--- config.mk ---
export PLATFORM = sky130hd
export DESIGN_NAME = mem_ctrl
export DESIGN_NICKNAME = d
export VERILOG_FILES = /design/src/rtl/mem_ctrl_pkg.sv /design/src/rtl/mem_ctrl.sv
export SDC_FILE = /design/constraint.sdc
export NUM_CORES = 1
export LEC_CHECK = 0
export CELL_PAD_IN_SITES_DETAIL_PLACEMENT = 1
export CELL_PAD_IN_SITES_GLOBAL_PLACEMENT = 2
export CORE_MARGIN = 3
export CORE_UTILIZATION = 34
export DETAILED_ROUTE_END_ITERATION = 10
export HOLD_SLACK_MARGIN = 0.08
export PLACE_DENSITY = 0.91
export RECOVER_POWER = 50
export SYNTH_ARGS = -nofsm -noshare
export SYNTH_HDL_FRONTEND = slang
export SYNTH_SLANG_ARGS = --single-unit
export TNS_END_PERCENT = 5
--- constraint.sdc ---
create_clock -name clk -period 36.3 [get_ports clk]
set_clock_uncertainty 0.05 [all_clocks]
set_input_delay 3.63 -clock clk [delete_from_list [all_inputs] [get_ports clk]]
set_output_delay 3.63 -clock clk [all_outputs]
set_load 0.02 [all_outputs]
--- src/rtl/mem_ctrl_pkg.sv ---
// Shared definitions for the memory controller: FSM state encoding,
// load/store size codes and the size-to-byte-count helper.
package mem_ctrl_pkg;

    // Default I-cache line size in bytes
    localparam int unsigned DEFAULT_LINE_BYTES = 64;

    // Controller states
    typedef enum logic [2:0] {
        ST_IDLE     = 3'd0,
        ST_IF_READ  = 3'd1,
        ST_LS_READ  = 3'd2,
        ST_LS_WRITE = 3'd3,
        ST_DONE     = 3'd4
    } state_e;

    // Load/store access size codes
    localparam logic [1:0] SZ_B = 2'd0;
    localparam logic [1:0] SZ_H = 2'd1;
    localparam logic [1:0] SZ_W = 2'd2;

    // Number of RAM bytes touched by an access; code 3 behaves as a word
    function automatic logic [2:0] size_bytes(input logic [1:0] sz);
        case (sz)
            SZ_B:    return 3'd1;
            SZ_H:    return 3'd2;
            default: return 3'd4;
        endcase
    endfunction

endpackage

--- src/rtl/mem_ctrl.sv ---
// Memory controller: serializes I-cache line refills and load/store
// accesses onto a single byte-wide RAM port. Load/store wins over refill,
// one access is outstanding at a time, and every access ends with a
// one-cycle DONE state so the client can drop its request level.
module mem_ctrl #(
    parameter int unsigned LINE_BYTES = mem_ctrl_pkg::DEFAULT_LINE_BYTES,
    parameter int unsigned ADDR_W     = 32
) (
    input  logic                    clk,
    input  logic                    rst,
    input  logic                    rdy,
    input  logic [ADDR_W-1:0]       missing_PC,
    input  logic                    missing_config,
    output logic [8*LINE_BYTES-1:0] return_row,
    output logic                    return_config,
    input  logic                    lsb_req,
    input  logic                    lsb_we,
    input  logic [1:0]              lsb_size,
    input  logic [ADDR_W-1:0]       lsb_addr,
    input  logic [31:0]             lsb_wdata,
    output logic [31:0]             lsb_rdata,
    output logic                    lsb_done,
    input  logic                    rollback_config,
    input  logic [7:0]              mem_din,
    output logic [7:0]              mem_dout,
    output logic [ADDR_W-1:0]       mem_a,
    output logic                    mem_wr
);
    import mem_ctrl_pkg::*;

    localparam int unsigned IDX_W = $clog2(LINE_BYTES);
    localparam int unsigned CNT_W = IDX_W + 1;
    localparam int unsigned ROW_W = 8 * LINE_BYTES;

    state_e             state_q, state_d;
    logic [CNT_W-1:0]   cnt_q, cnt_d;
    logic [ADDR_W-1:0]  base_q, base_d;
    logic [CNT_W-1:0]   nbytes_q, nbytes_d;
    logic [31:0]        wdata_q, wdata_d;
    logic [ADDR_W-1:0]  mem_a_q, mem_a_d;
    logic [7:0]         mem_dout_q, mem_dout_d;
    logic               mem_wr_q, mem_wr_d;
    logic [ROW_W-1:0]   return_row_q, return_row_d;
    logic               return_config_q, return_config_d;
    logic [31:0]        lsb_rdata_q, lsb_rdata_d;
    logic               lsb_done_q, lsb_done_d;

    // Arbitration: a rollback only suppresses a load, never a store
    logic take_st, take_ld, take_if;
    assign take_st = lsb_req & lsb_we;
    assign take_ld = lsb_req & ~lsb_we & ~rollback_config;
    assign take_if = missing_config & ~take_st & ~take_ld;

    // Line base: offset bits inside the line are dropped
    logic [ADDR_W-1:0] line_base;
    logic              unused_pc_lo;
    assign line_base    = {missing_PC[ADDR_W-1:IDX_W], {IDX_W{1'b0}}};
    assign unused_pc_lo = ^missing_PC[IDX_W-1:0];

    // Counter-derived indices: cnt_q-1 is the byte arriving on mem_din,
    // cnt_q+1 is the next address to issue
    logic [CNT_W-1:0] cnt_inc, cnt_dec;
    logic [IDX_W-1:0] row_idx;
    logic [1:0]       rd_idx, wr_idx;
    assign cnt_inc = cnt_q + CNT_W'(1);
    assign cnt_dec = cnt_q - CNT_W'(1);
    assign row_idx = cnt_dec[IDX_W-1:0];
    assign rd_idx  = cnt_dec[1:0];
    assign wr_idx  = cnt_inc[1:0];

    // State register: async reset, frozen while rdy is low
    always_ff @(posedge clk or posedge rst) begin
        if (rst) begin
            state_q <= ST_IDLE;
            cnt_q   <= '0;
        end else if (rdy) begin
            state_q <= state_d;
            cnt_q   <= cnt_d;
        end
    end

    // Next-state logic
    always_comb begin
        state_d = state_q;
        case (state_q)
            ST_IDLE: begin
                if (take_st)      state_d = ST_LS_WRITE;
                else if (take_ld) state_d = ST_LS_READ;
                else if (take_if) state_d = ST_IF_READ;
            end
            ST_IF_READ: begin
                if (cnt_q == nbytes_q) state_d = ST_DONE;
            end
            ST_LS_READ: begin
                if (rollback_config)        state_d = ST_IDLE;
                else if (cnt_q == nbytes_q) state_d = ST_DONE;
            end
            ST_LS_WRITE: begin
                if (cnt_inc >= nbytes_q) state_d = ST_DONE;
            end
            ST_DONE:  state_d = ST_IDLE;
            default:  state_d = ST_IDLE;
        endcase
    end

    // Output and datapath next values: address issue, byte capture, pulses
    always_comb begin
        cnt_d           = cnt_q;
        base_d          = base_q;
        nbytes_d        = nbytes_q;
        wdata_d         = wdata_q;
        mem_a_d         = mem_a_q;
        mem_dout_d      = mem_dout_q;
        mem_wr_d        = 1'b0;
        return_row_d    = return_row_q;
        return_config_d = 1'b0;
        lsb_rdata_d     = lsb_rdata_q;
        lsb_done_d      = 1'b0;
        case (state_q)
            ST_IDLE: begin
                cnt_d = '0;
                if (take_st) begin
                    base_d     = lsb_addr;
                    nbytes_d   = CNT_W'(size_bytes(lsb_size));
                    wdata_d    = lsb_wdata;
                    mem_a_d    = lsb_addr;
                    mem_dout_d = lsb_wdata[7:0];
                    mem_wr_d   = 1'b1;
                end else if (take_ld) begin
                    base_d      = lsb_addr;
                    nbytes_d    = CNT_W'(size_bytes(lsb_size));
                    mem_a_d     = lsb_addr;
                    lsb_rdata_d = '0;
                end else if (take_if) begin
                    base_d   = line_base;
                    nbytes_d = CNT_W'(LINE_BYTES);
                    mem_a_d  = line_base;
                end
            end
            ST_IF_READ: begin
                cnt_d = cnt_inc;
                if (cnt_inc < nbytes_q) mem_a_d = base_q + ADDR_W'(cnt_inc);
                if (cnt_q != '0) return_row_d[{row_idx, 3'b000} +: 8] = mem_din;
                if (cnt_q == nbytes_q) return_config_d = 1'b1;
            end
            ST_LS_READ: begin
                if (rollback_config) begin
                    cnt_d = '0;
                end else begin
                    cnt_d = cnt_inc;
                    if (cnt_inc < nbytes_q) mem_a_d = base_q + ADDR_W'(cnt_inc);
                    if (cnt_q != '0) lsb_rdata_d[{rd_idx, 3'b000} +: 8] = mem_din;
                    if (cnt_q == nbytes_q) lsb_done_d = 1'b1;
                end
            end
            ST_LS_WRITE: begin
                cnt_d = cnt_inc;
                if (cnt_inc < nbytes_q) begin
                    mem_a_d    = base_q + ADDR_W'(cnt_inc);
                    mem_dout_d = wdata_q[{wr_idx, 3'b000} +: 8];
                    mem_wr_d   = 1'b1;
                end else begin
                    lsb_done_d = 1'b1;
                end
            end
            ST_DONE: begin
                cnt_d = '0;
            end
            default: begin
                cnt_d = '0;
            end
        endcase
    end

    // Datapath and output registers: async reset, frozen while rdy is low
    always_ff @(posedge clk or posedge rst) begin
        if (rst) begin
            base_q          <= '0;
            nbytes_q        <= '0;
            wdata_q         <= '0;
            mem_a_q         <= '0;
            mem_dout_q      <= '0;
            mem_wr_q        <= 1'b0;
            return_row_q    <= '0;
            return_config_q <= 1'b0;
            lsb_rdata_q     <= '0;
            lsb_done_q      <= 1'b0;
        end else if (rdy) begin
            base_q          <= base_d;
            nbytes_q        <= nbytes_d;
            wdata_q         <= wdata_d;
            mem_a_q         <= mem_a_d;
            mem_dout_q      <= mem_dout_d;
            mem_wr_q        <= mem_wr_d;
            return_row_q    <= return_row_d;
            return_config_q <= return_config_d;
            lsb_rdata_q     <= lsb_rdata_d;
            lsb_done_q      <= lsb_done_d;
        end
    end

    assign mem_a         = mem_a_q;
    assign mem_dout      = mem_dout_q;
    assign mem_wr        = mem_wr_q & rdy;
    assign return_row    = return_row_q;
    assign return_config = return_config_q;
    assign lsb_rdata     = lsb_rdata_q;
    assign lsb_done      = lsb_done_q;

endmodule

==> results.py, run 1 <==
metrics = {
    "outcome": {
        "outcome": "finished, violations left",
        "violations": "capacitance limit, slew limit",
    },
    "setup_path": {
        "critPathLaunchType": "input pin",
        "crit_path_max_incr_delay_ps": 2860,
        "crit_top_cell": "buf_4",
        "cp_slowest_cell": "clkbuf_1",
        "r2r_cells": 9,
        "critPathRequiredTime_ps": 36870,
        "cp-end-kind": "asynchronous set/reset pin",
        "arrival_ps": 11440,
        "worstSetupPathType": "input pin to asynchronous set/reset pin",
        "cp_cell_sequence": "dlygate4sd3_1 -> clkinvlp_2 -> clkbuf_1 -> buf_4 -> buf_4",
        "crit_fanout": 91,
    },
    "synth": {
        "yosysMostFrequentCell": "dfrtp_1",
        "ys_seq_elements": 665,
        "synthTopCellsByArea": "dfrtp_1, o21ai_0, mux2_2",
        "yosysTopAreaCell": "dfrtp_1",
        "ys.flop_type": "dfrtp_1",
        "synth.area.mux_share_pct": 7.43,
        "synth_cell_types": 81,
        "synthCells": 2624,
        "synthXorXnorAreaFrac_pct": 0.820,
        "synth_area_sq_um": 28200,
        "synth_fa_ha_area_share_pct": 0.869,
        "synth_top_family_by_area": "compound AO/OA/AOI/OAI gates",
        "synth_compound_area_share_pct": 19.5,
        "seq_area_frac_synth_pct": 59.0,
        "async_flop_share_pct": 100,
        "synth-simple-area-share_pct": 9.17,
        "netlist_top_cells_count": "dfrtp_1, o21ai_0, nand2_1, clkbuf_1, mux2_2",
        "yosysTopAreaCellShare_pct": 59.0,
        "syn_avg_cell_area_sq_um": 10.8,
        "synth_edf_count": 0,
        "yosys_warnings": 0,
        "syn-num-nets": 2756,
    },
    "grt": {
        "grt_pass1_vias": 25097,
        "antenna_found_initial": 4,
        "grt_first_pass_wirelength_um": 166000,
        "overflow": 0,
        "track_usage_pct": 25.2,
        "grt_max_degree": 164,
    },
    "floorplan": {
        "initial_core_util_pct": 34.4,
        "die_w_um": 294,
        "fp.dieH_um": 294,
        "die-area_sq_um": 86500,
        "fp-row-count": 105,
        "coreArea_sq_um": 82100,
        "ios": 700,
    },
    "power_and_ir_drop": {
        "peakVddDrop_mv": 0.0434,
        "p_sw_w": 0.00102,
        "power.leakage_nw": 18.2,
        "clkPwrFrac_pct": 30.6,
        "power_density_nw_per_um2": 67.6,
        "netSwitchingFraction_pct": 39.1,
        "power_frac_seq_pct": 35.3,
        "internal_power_w": 0.00159,
        "power.share.combinational_pct": 34.1,
    },
    "cts": {
        "clk_pin_slew_ps": 60,
        "numCtsBuffers": 76,
        "insertion_delay_ps": 620,
        "cts_root_buffer": "clkbuf_16",
        "hold_buffers": 0,
        "htree_levels": 3,
        "ctsResizeCount": 0,
        "cts_setup_buffers": 0,
        "clockBufferDepth": 3,
        "cts_tree": "built",
        "cts_num_sinks": 665,
    },
    "final_layout": {
        "drive_gt1_share_pct": 10.9,
        "syn_to_final_growth_pct": 37.1,
        "final_nets": 3376,
        "fin_cells": 4375,
        "fillers": 8937,
    },
    "placed_design": {
        "gp_congestion": 0.841,
        "pre_cts_ws_ps": 27170,
        "hpwlAfterDp_um": 78500,
        "dp.cells": 4236,
        "io_buffers": 693,
    },
    "timing": {
        "post-route-period-util_pct": 30.0,
        "slew_headroom_pct": -188,
        "slew_violations": 373,
        "setup_ws_ps": 25420,
        "period_minus_slack_ps": 10880,
        "max_freq_mhz": 91.9,
        "finalSetupViolations": 0,
        "fin_setup_tns_ps": 0,
        "hold_viol": 0,
        "worst_slew_pin_slew_ps": 4320,
        "rsz0062_at_grt": "false",
    },
    "hold_path": {
        "min_path_cells": 2,
        "worstHoldPathType": "register to register",
    },
    "routing": {
        "wl_per_cell_um": 25.5,
        "detail_route.iter0.violations": 1363,
        "drc": 0,
        "drtAntennaViolNets": 0,
        "firstDrtPassIters": 5,
        "routed_wl_um": 112000,
        "vias": 23809,
        "avgViaCountPerCell": 5.44,
    },
    "flow_run": {
        "maxCapViolCount": 5,
    },
}
[logic make-up after synthesis]
group	count (synthesis)
DFF	665
adders and majority gates	19
buffers and inverters	225
xor gates and xnor gates	24
and+or+nand+nor	567
muxes	181
AOI/OAI and AO/OA	943
[layout make-up]
class / count / area, sq um / share of cell area (%)
well taps: 1070 / 1340 / 3.46
repair buffers: 742 / 7300 / 18.8
inverters: 25 / 95.1 / 0.246
diodes: 1 / 2.50 / 0.00646
clock buffers: 108 / 2150 / 5.56
multi-input cells: 1734 / 10700 / 27.7
flip-flops and latches: 665 / 16600 / 43.0
clock inverters: 30 / 465 / 1.20
[path summary, 6_finish.rpt]
check,startpoint,endpoint,slack [ps]
worst max-delay path,rst,return_row[351],25420
worst min-delay path,return_row[204],return_row[204],420
worst max register to register,cnt_q[1],return_row[233],31450
worst min register to register,return_row[204],return_row[204],420
max in group clk,rdy,mem_wr,27070
min in group asynchronous,rst,return_row[136],4680
[cell usage in the layout (no fill, tap or decap), drive strengths merged, types with 25 or more instances in the layout]
| cell | instances |
|---|---|
| clkdlybuf4s50 | 110 |
| or2 | 27 |
| mux2i | 25 |
| dlygate4sd3 | 582 |
| nand2 | 324 |
| a21oi | 30 |
| inv | 28 |
| o31ai | 68 |
| buf | 46 |
| clkbuf | 112 |
| mux2 | 148 |
| nand3 | 51 |
| o2bb2ai | 58 |
| o21ai | 698 |
| nor2 | 59 |
| dfrtp | 665 |
[metrics by stage]
stage	utilization (%)	area, sq um	hold slack (ps)	total power (W)
floorplan	-	28200	406	0.00145
global placement	44.0	36100	411	0.00183
detailed placement	44.0	36100	419	0.00186
CTS	47.2	38700	432	0.00267
global route	47.1	38700	448	0.00276
finish	47.1	38700	422	0.00262
[worst max-delay path: cells and delay by family]
family	cells	cell delay, ps
buf+inv	5	7660
[flip-flops by register name, summed over array words and instances (netlist names), 3 cells and up]
register	count
return_row	512
base_q	32
lsb_rdata	32
mem_a	32
wdata_q	32
mem_dout	8
cnt_q	7
nbytes_q	4
state_q	3
[power by group through the flow]
stage | sequential, W | clock [W] | combinational (W)
6_report | 0.000923 | 0.000801 | 0.000893
5_1_grt | 0.000937 | 0.000851 | 0.000973
4_1_cts | 0.000926 | 0.000818 | 0.000929
3_5_place_dp | 0.000937 | 0 | 0.000922
3_3_place_gp | 0.000930 | 0 | 0.000904
2_1_floorplan | 0.000994 | 0 | 0.000459
[layer usage]
| layer | wire length, um | global-route usage [%] | vias to the layer above | share of wire [%] |
|---|---|---|---|---|
| met3 | 8030 | 6.06 | 233 | 7.2 |
| met2 | 53900 | 42.5 | 809 | 48 |
| met4 | 5350 | 11.0 | 6 | 4.8 |
| met1 | 44200 | 30.8 | 12138 | 40 |
| li1 | - | - | 10623 | - |
| met5 | 54 | 0 | - | 0.048 |
No activity file was read; power rests on OpenSTA's default activity.
==> run 2, diff against run 1 <==
- CORE_UTILIZATION: 34 -> 28
- PLACE_DENSITY: 0.91 -> 0.8
- clock period: 36.3 -> 9.7 ns (I/O delays scaled with it)
==> run 2 against run 1 <==
Against the previous run: the flow still finishes with violations (capacitance limit, slew limit); count of clock-buffer cells in the layout rose by 1; via count down 0.72%; cell count up 5.0%; global-route usage fell by 3.5 points; core utilization fell by 7.9 points; power grew to 3.7 times the previous value; clock power grew to 3.7 times the previous value; non-clock buffer count increased by 1; largest power group unchanged; sequential power grew to 3.7 times the previous value; sequential share of layout area decreased by 0.19 points.
==> results.py, run 2 (synthesis gave the netlist of run 1 again) <==
metrics = {
    "timing": {
        "period_minus_slack_ps": 6000,
        "post-route-period-util_pct": 61.8,
        "max_freq_mhz": 167,
        "finalSetupViolations": 0,
        "setup_ws_ps": 3700,
        "slew_violations": 486,
        "worst_slew_pin_slew_ps": 4220,
        "rsz0062_at_grt": "false",
        "slew_headroom_pct": -181,
        "hold_viol": 0,
    },
    "final_layout": {
        "layout_commonest_cell": "dfrtp_1",
        "drive_gt1_share_pct": 11.2,
        "final_nets": 3380,
        "syn_to_final_growth_pct": 37.8,
        "largest_reg_flops": 512,
        "layout_common_cells": "dfrtp_1, o21ai_0, dlygate4sd3_1",
        "final_util_pct": 39.2,
    },
    "routing": {
        "avgViaCountPerCell": 5.15,
        "routed_wl_um": 116000,
        "wl_per_cell_um": 25.3,
        "vias": 23638,
        "drtAntennaViolNets": 0,
        "drc": 0,
        "firstDrtPassIters": 5,
        "detail_route.iter0.violations": 1434,
    },
    "setup_path": {
        "r2r_cells": 11,
        "r2r-end": "return_row[249]",
        "crit_fanout": 145,
        "critPathLaunchType": "input pin",
        "r2r_slack_ps": 4350,
        "critical_path.startpoint": "rst",
        "critPathRequiredTime_ps": 10240,
        "arrival_ps": 6530,
        "rr_startpoint": "cnt_q[0]",
        "cp-end-kind": "asynchronous set/reset pin",
        "worstSetupEndpoint": "return_row[69]",
        "worstSetupPathType": "input pin to asynchronous set/reset pin",
    },
    "cts": {
        "hold_buffers": 0,
        "htree_levels": 3,
        "cts_root_buffer": "clkbuf_16",
        "clk_pin_slew_ps": 60,
        "ctsResizeCount": 0,
        "cts_tree": "built",
        "numCtsBuffers": 79,
        "clockBufferDepth": 3,
        "insertion_delay_ps": 640,
        "cts_num_sinks": 665,
        "cts_setup_buffers": 0,
    },
    "placed_design": {
        "hpwlAfterDp_um": 82800,
        "gp_congestion": 0.800,
        "io_buffers": 693,
        "pre_cts_ws_ps": 4280,
    },
    "power_and_ir_drop": {
        "clkPwrFrac_pct": 30.3,
        "internal_power_w": 0.00594,
        "power.share.combinational_pct": 34.5,
        "netSwitchingFraction_pct": 39.2,
        "power.leakage_nw": 18.0,
        "power_density_nw_per_um2": 251,
        "power_frac_seq_pct": 35.2,
        "peakVddDrop_mv": 0.153,
        "p_sw_w": 0.00384,
        "total_power_w": 0.00978,
    },
    "grt": {
        "grt_pass1_vias": 24545,
        "overflow": 0,
        "antenna_found_initial": 4,
        "grt_first_pass_wirelength_um": 169000,
        "grt_max_degree": 166,
        "track_usage_pct": 21.7,
    },
    "floorplan": {
        "coreArea_sq_um": 99100,
        "initial_core_util_pct": 28.5,
        "die_w_um": 324,
        "fp-row-count": 115,
        "fp.dieH_um": 324,
        "die-area_sq_um": 105000,
        "ios": 700,
    },
    "outcome": {
        "outcome": "finished, violations left",
        "violations": "capacitance limit, slew limit",
    },
    "hold_path": {
        "worstHoldPathType": "register to register",
        "holdCritStartpoint": "return_row[212]",
    },
    "flow_run": {
        "maxCapViolCount": 7,
    },
}
run 2: worst min-delay path by stage:
stage | to | slack (ps) | depth (start not counted)
3_3_place_gp | return_row[210] | 410 | 2
4_1_cts | lsb_rdata[14] | 430 | 2
5_1_grt | mem_a[12] | 450 | 2
3_5_place_dp | lsb_rdata[14] | 420 | 2
2_1_floorplan | base_q[6] | 410 | 2
6_report | return_row[212] | 420 | 2
run 2: critical path, stage by stage:
cell and delay, ps:
dlygate4sd3_1 550, clkinvlp_2 880, clkbuf_2 2640, buf_4 1150
run 2: per-stage QoR:
| stage | TNS, ps | hold slack (ps) | cell area, sq um | instances |
|---|---|---|---|---|
| global route | 0 | 448 | 38900 | 4594 |
| detailed placement | 0 | 420 | 36400 | 4454 |
| global placement | 0 | 413 | 36400 | 4454 |
| finish | 0 | 422 | 38900 | 4594 |
| CTS | 0 | 433 | 38900 | 4592 |
| floorplan | -274260 | 406 | 28200 | 2624 |
run 2: cell type report:
| type | count | area, sq um |
|---|---|---|
| diodes | 2 | 5.00 |
| fillers | 10857 | 60300 |
| clock buffers | 109 | 2230 |
| inverters | 25 | 95.1 |
| flip-flops and latches | 665 | 16600 |
| clock inverters | 29 | 329 |
| multi-input cells | 1734 | 10700 |
| repair buffers | 743 | 7260 |
| well taps | 1287 | 1610 |
run 2: per-layer routing:
layer  up-vias  track usage, %  wire, um
met3       169            6.21      8840
met4         4            7.89      4360
met5         -               0        25
met1     12094            26.5     47500
li1      10639               -         -
met2       732            36.6     55600
run 2: power by group through the flow:
stage | Sequential, W | Clock, W | Combinational, W
after global placement | 0.00348 | 0 | 0.00346
after detailed placement | 0.00350 | 0 | 0.00351
after CTS | 0.00346 | 0.00305 | 0.00353
final | 0.00344 | 0.00296 | 0.00337
after global routing | 0.00350 | 0.00316 | 0.00367
after floorplan | 0.00372 | 0 | 0.00172
==> run 3, diff against run 2 <==
- clock period: 9.7 -> 5.3 ns (I/O delays scaled with it)
==> run 3 against run 2 <==
Against the previous run: count of clock-buffer cells in the layout up 4; non-clock buffer count increased by 16; critical endpoint is now base_q[12]; final area is 0.79% higher; critical path depth up 2; setup slack lost 2800 ps; via count barely moved; first-iteration DRC count up 8.2%; flip-flop and latch count is the same; global-route usage down 0.083 points; the flow still finishes with violations (capacitance limit, slew limit); clock power is 91% higher.
==> results.py, run 3 (synthesis gave the netlist of run 1 again) <==
metrics = {
    "grt": {
        "grt_pass1_vias": 24491,
        "overflow": 0,
        "met3_usage_pct": 6.01,
        "antenna_found_initial": 1,
        "busiest_layer": "met2",
        "use_met2_pct": 37.0,
        "grt_max_degree": 146,
        "track_usage_pct": 21.6,
        "met1_usage_pct": 26.7,
        "grt_first_pass_wirelength_um": 169000,
    },
    "routing": {
        "vias": 23659,
        "firstDrtPassIters": 5,
        "drc": 0,
        "detail_route.iter0.violations": 1551,
        "drtAntennaViolNets": 0,
        "wl_per_cell_um": 25.3,
        "routed_wl_um": 117000,
        "avgViaCountPerCell": 5.13,
    },
    "placed_design": {
        "placed_cell_area_sq_um": 36600,
        "gp_congestion": 0.803,
        "io_buffers": 693,
        "hpwlAfterDp_um": 84500,
    },
    "timing": {
        "finalSetupViolations": 0,
        "rsz0062_at_grt": "false",
        "slew_headroom_pct": -111,
        "fin_setup_tns_ps": 0,
        "slew_violations": 493,
        "worst_slew_pin_slew_ps": 3130,
        "period_minus_slack_ps": 4360,
        "max_freq_mhz": 229,
        "post-route-period-util_pct": 82.2,
        "hold_viol": 0,
    },
    "setup_path": {
        "critPathRequiredTime_ps": 5740,
        "crit_fanout": 35,
        "arrival_ps": 4800,
        "cp-end-kind": "register",
        "critPathLaunchType": "input pin",
        "worstSetupPathType": "input pin to register",
    },
    "cts": {
        "cts_root_buffer": "clkbuf_16",
        "cts_num_sinks": 665,
        "cts_tree": "built",
        "hold_buffers": 0,
        "clk_pin_slew_ps": 60,
        "clockBufferDepth": 3,
        "cts_setup_buffers": 0,
        "insertion_delay_ps": 660,
        "htree_levels": 3,
        "ctsResizeCount": 0,
        "numCtsBuffers": 79,
    },
    "final_layout": {
        "syn_to_final_growth_pct": 38.9,
        "drive_gt1_share_pct": 11.5,
        "design_area_sq_um": 39200,
        "layout_commonest_cell": "dfrtp_1",
        "layout_common_cells": "dfrtp_1, o21ai_0, clkdlybuf4s50_1",
        "largest_reg_flops": 512,
        "n_antenna_cell": 0,
        "final_nets": 3396,
    },
    "floorplan": {
        "die-area_sq_um": 105000,
        "ios": 700,
        "coreArea_sq_um": 99100,
        "fp.dieH_um": 324,
        "die_w_um": 324,
        "initial_core_util_pct": 28.5,
        "fp-row-count": 115,
    },
    "outcome": {
        "outcome": "finished, violations left",
        "violations": "capacitance limit, slew limit",
    },
    "hold_path": {
        "worstHoldPathType": "input pin to register",
    },
    "power_and_ir_drop": {
        "power_density_nw_per_um2": 466,
        "power.leakage_nw": 17.2,
        "peakVddDrop_mv": 0.303,
        "total_power_w": 0.0183,
    },
    "flow_run": {
        "maxCapViolCount": 7,
    },
}
run 3: cell count changes in the layout (fill, tap and decap cells not counted), sizes merged:
cell           delta
clkinvlp          +1
diode             -2
inv               -3
buf              +14
clkinv            -4
bufinv            +3
clkbuf            +6
clkdlybuf4s50   +252
dlygate4sd3     -252
run 3: worst max-delay path, stage by stage:
cell	delay [ps]
dlygate4sd3_1	740
a21boi_4	80
buf_4	270
o21ai_0	2370
buf_4	610
o21ai_0	170
run 3: per-stage QoR:
| step | hold WS (ps) | util (%) | std cells | setup slack, ps |
|---|---|---|---|---|
| 5_1_grt | 212 | 39.5 | 4609 | 494 |
| 4_1_cts | 185 | 39.6 | 4609 | 1030 |
| 3_5_place_dp | 419 | 36.9 | 4470 | 1060 |
| 6_report | 239 | 39.5 | 4609 | 941 |
| 2_1_floorplan | 406 | - | 2624 | -4370 |
| 3_3_place_gp | 411 | 36.9 | 4470 | 1140 |
run 3: power by group:
part	total, W	switching [W]	internal [W]
clock network	0.00564	0.00231	0.00333
registers	0.00631	0.000508	0.00580
logic	0.00632	0.00424	0.00208
run 3: metal layers:
| metal | routed length, um | up-vias |
|---|---|---|
| met3 | 8780 | 156 |
| li1 | - | 10636 |
| met4 | 3410 | 2 |
| met1 | 47800 | 12144 |
| met5 | 13 | - |
| met2 | 56600 | 721 |
run 3: path summary, 6_finish.rpt:
check | from | to | slack (ps) | depth (start not counted)
max in group asynchronous | rst | return_row[140] | 1110 | 3
hold / removal | mem_din[4] | lsb_rdata[12] | 240 | 3
setup reg to reg | cnt_q[0] | return_row[172] | 1110 | 8
setup / recovery | rollback_config | base_q[12] | 940 | 6
hold reg to reg | return_row[137] | return_row[137] | 420 | 2
min in group asynchronous | rst | return_row[186] | 680 | 2
run 3: final cells by class:
class                      count  area, sq um
multi-input combinational   1734        10700
clock inverter                26          462
timing repair buffer         759         7420
clock buffer                 113         2240
inverter                      25         95.1
sequential                   665        16600
fill                       10827        59900
tap                         1287         1610
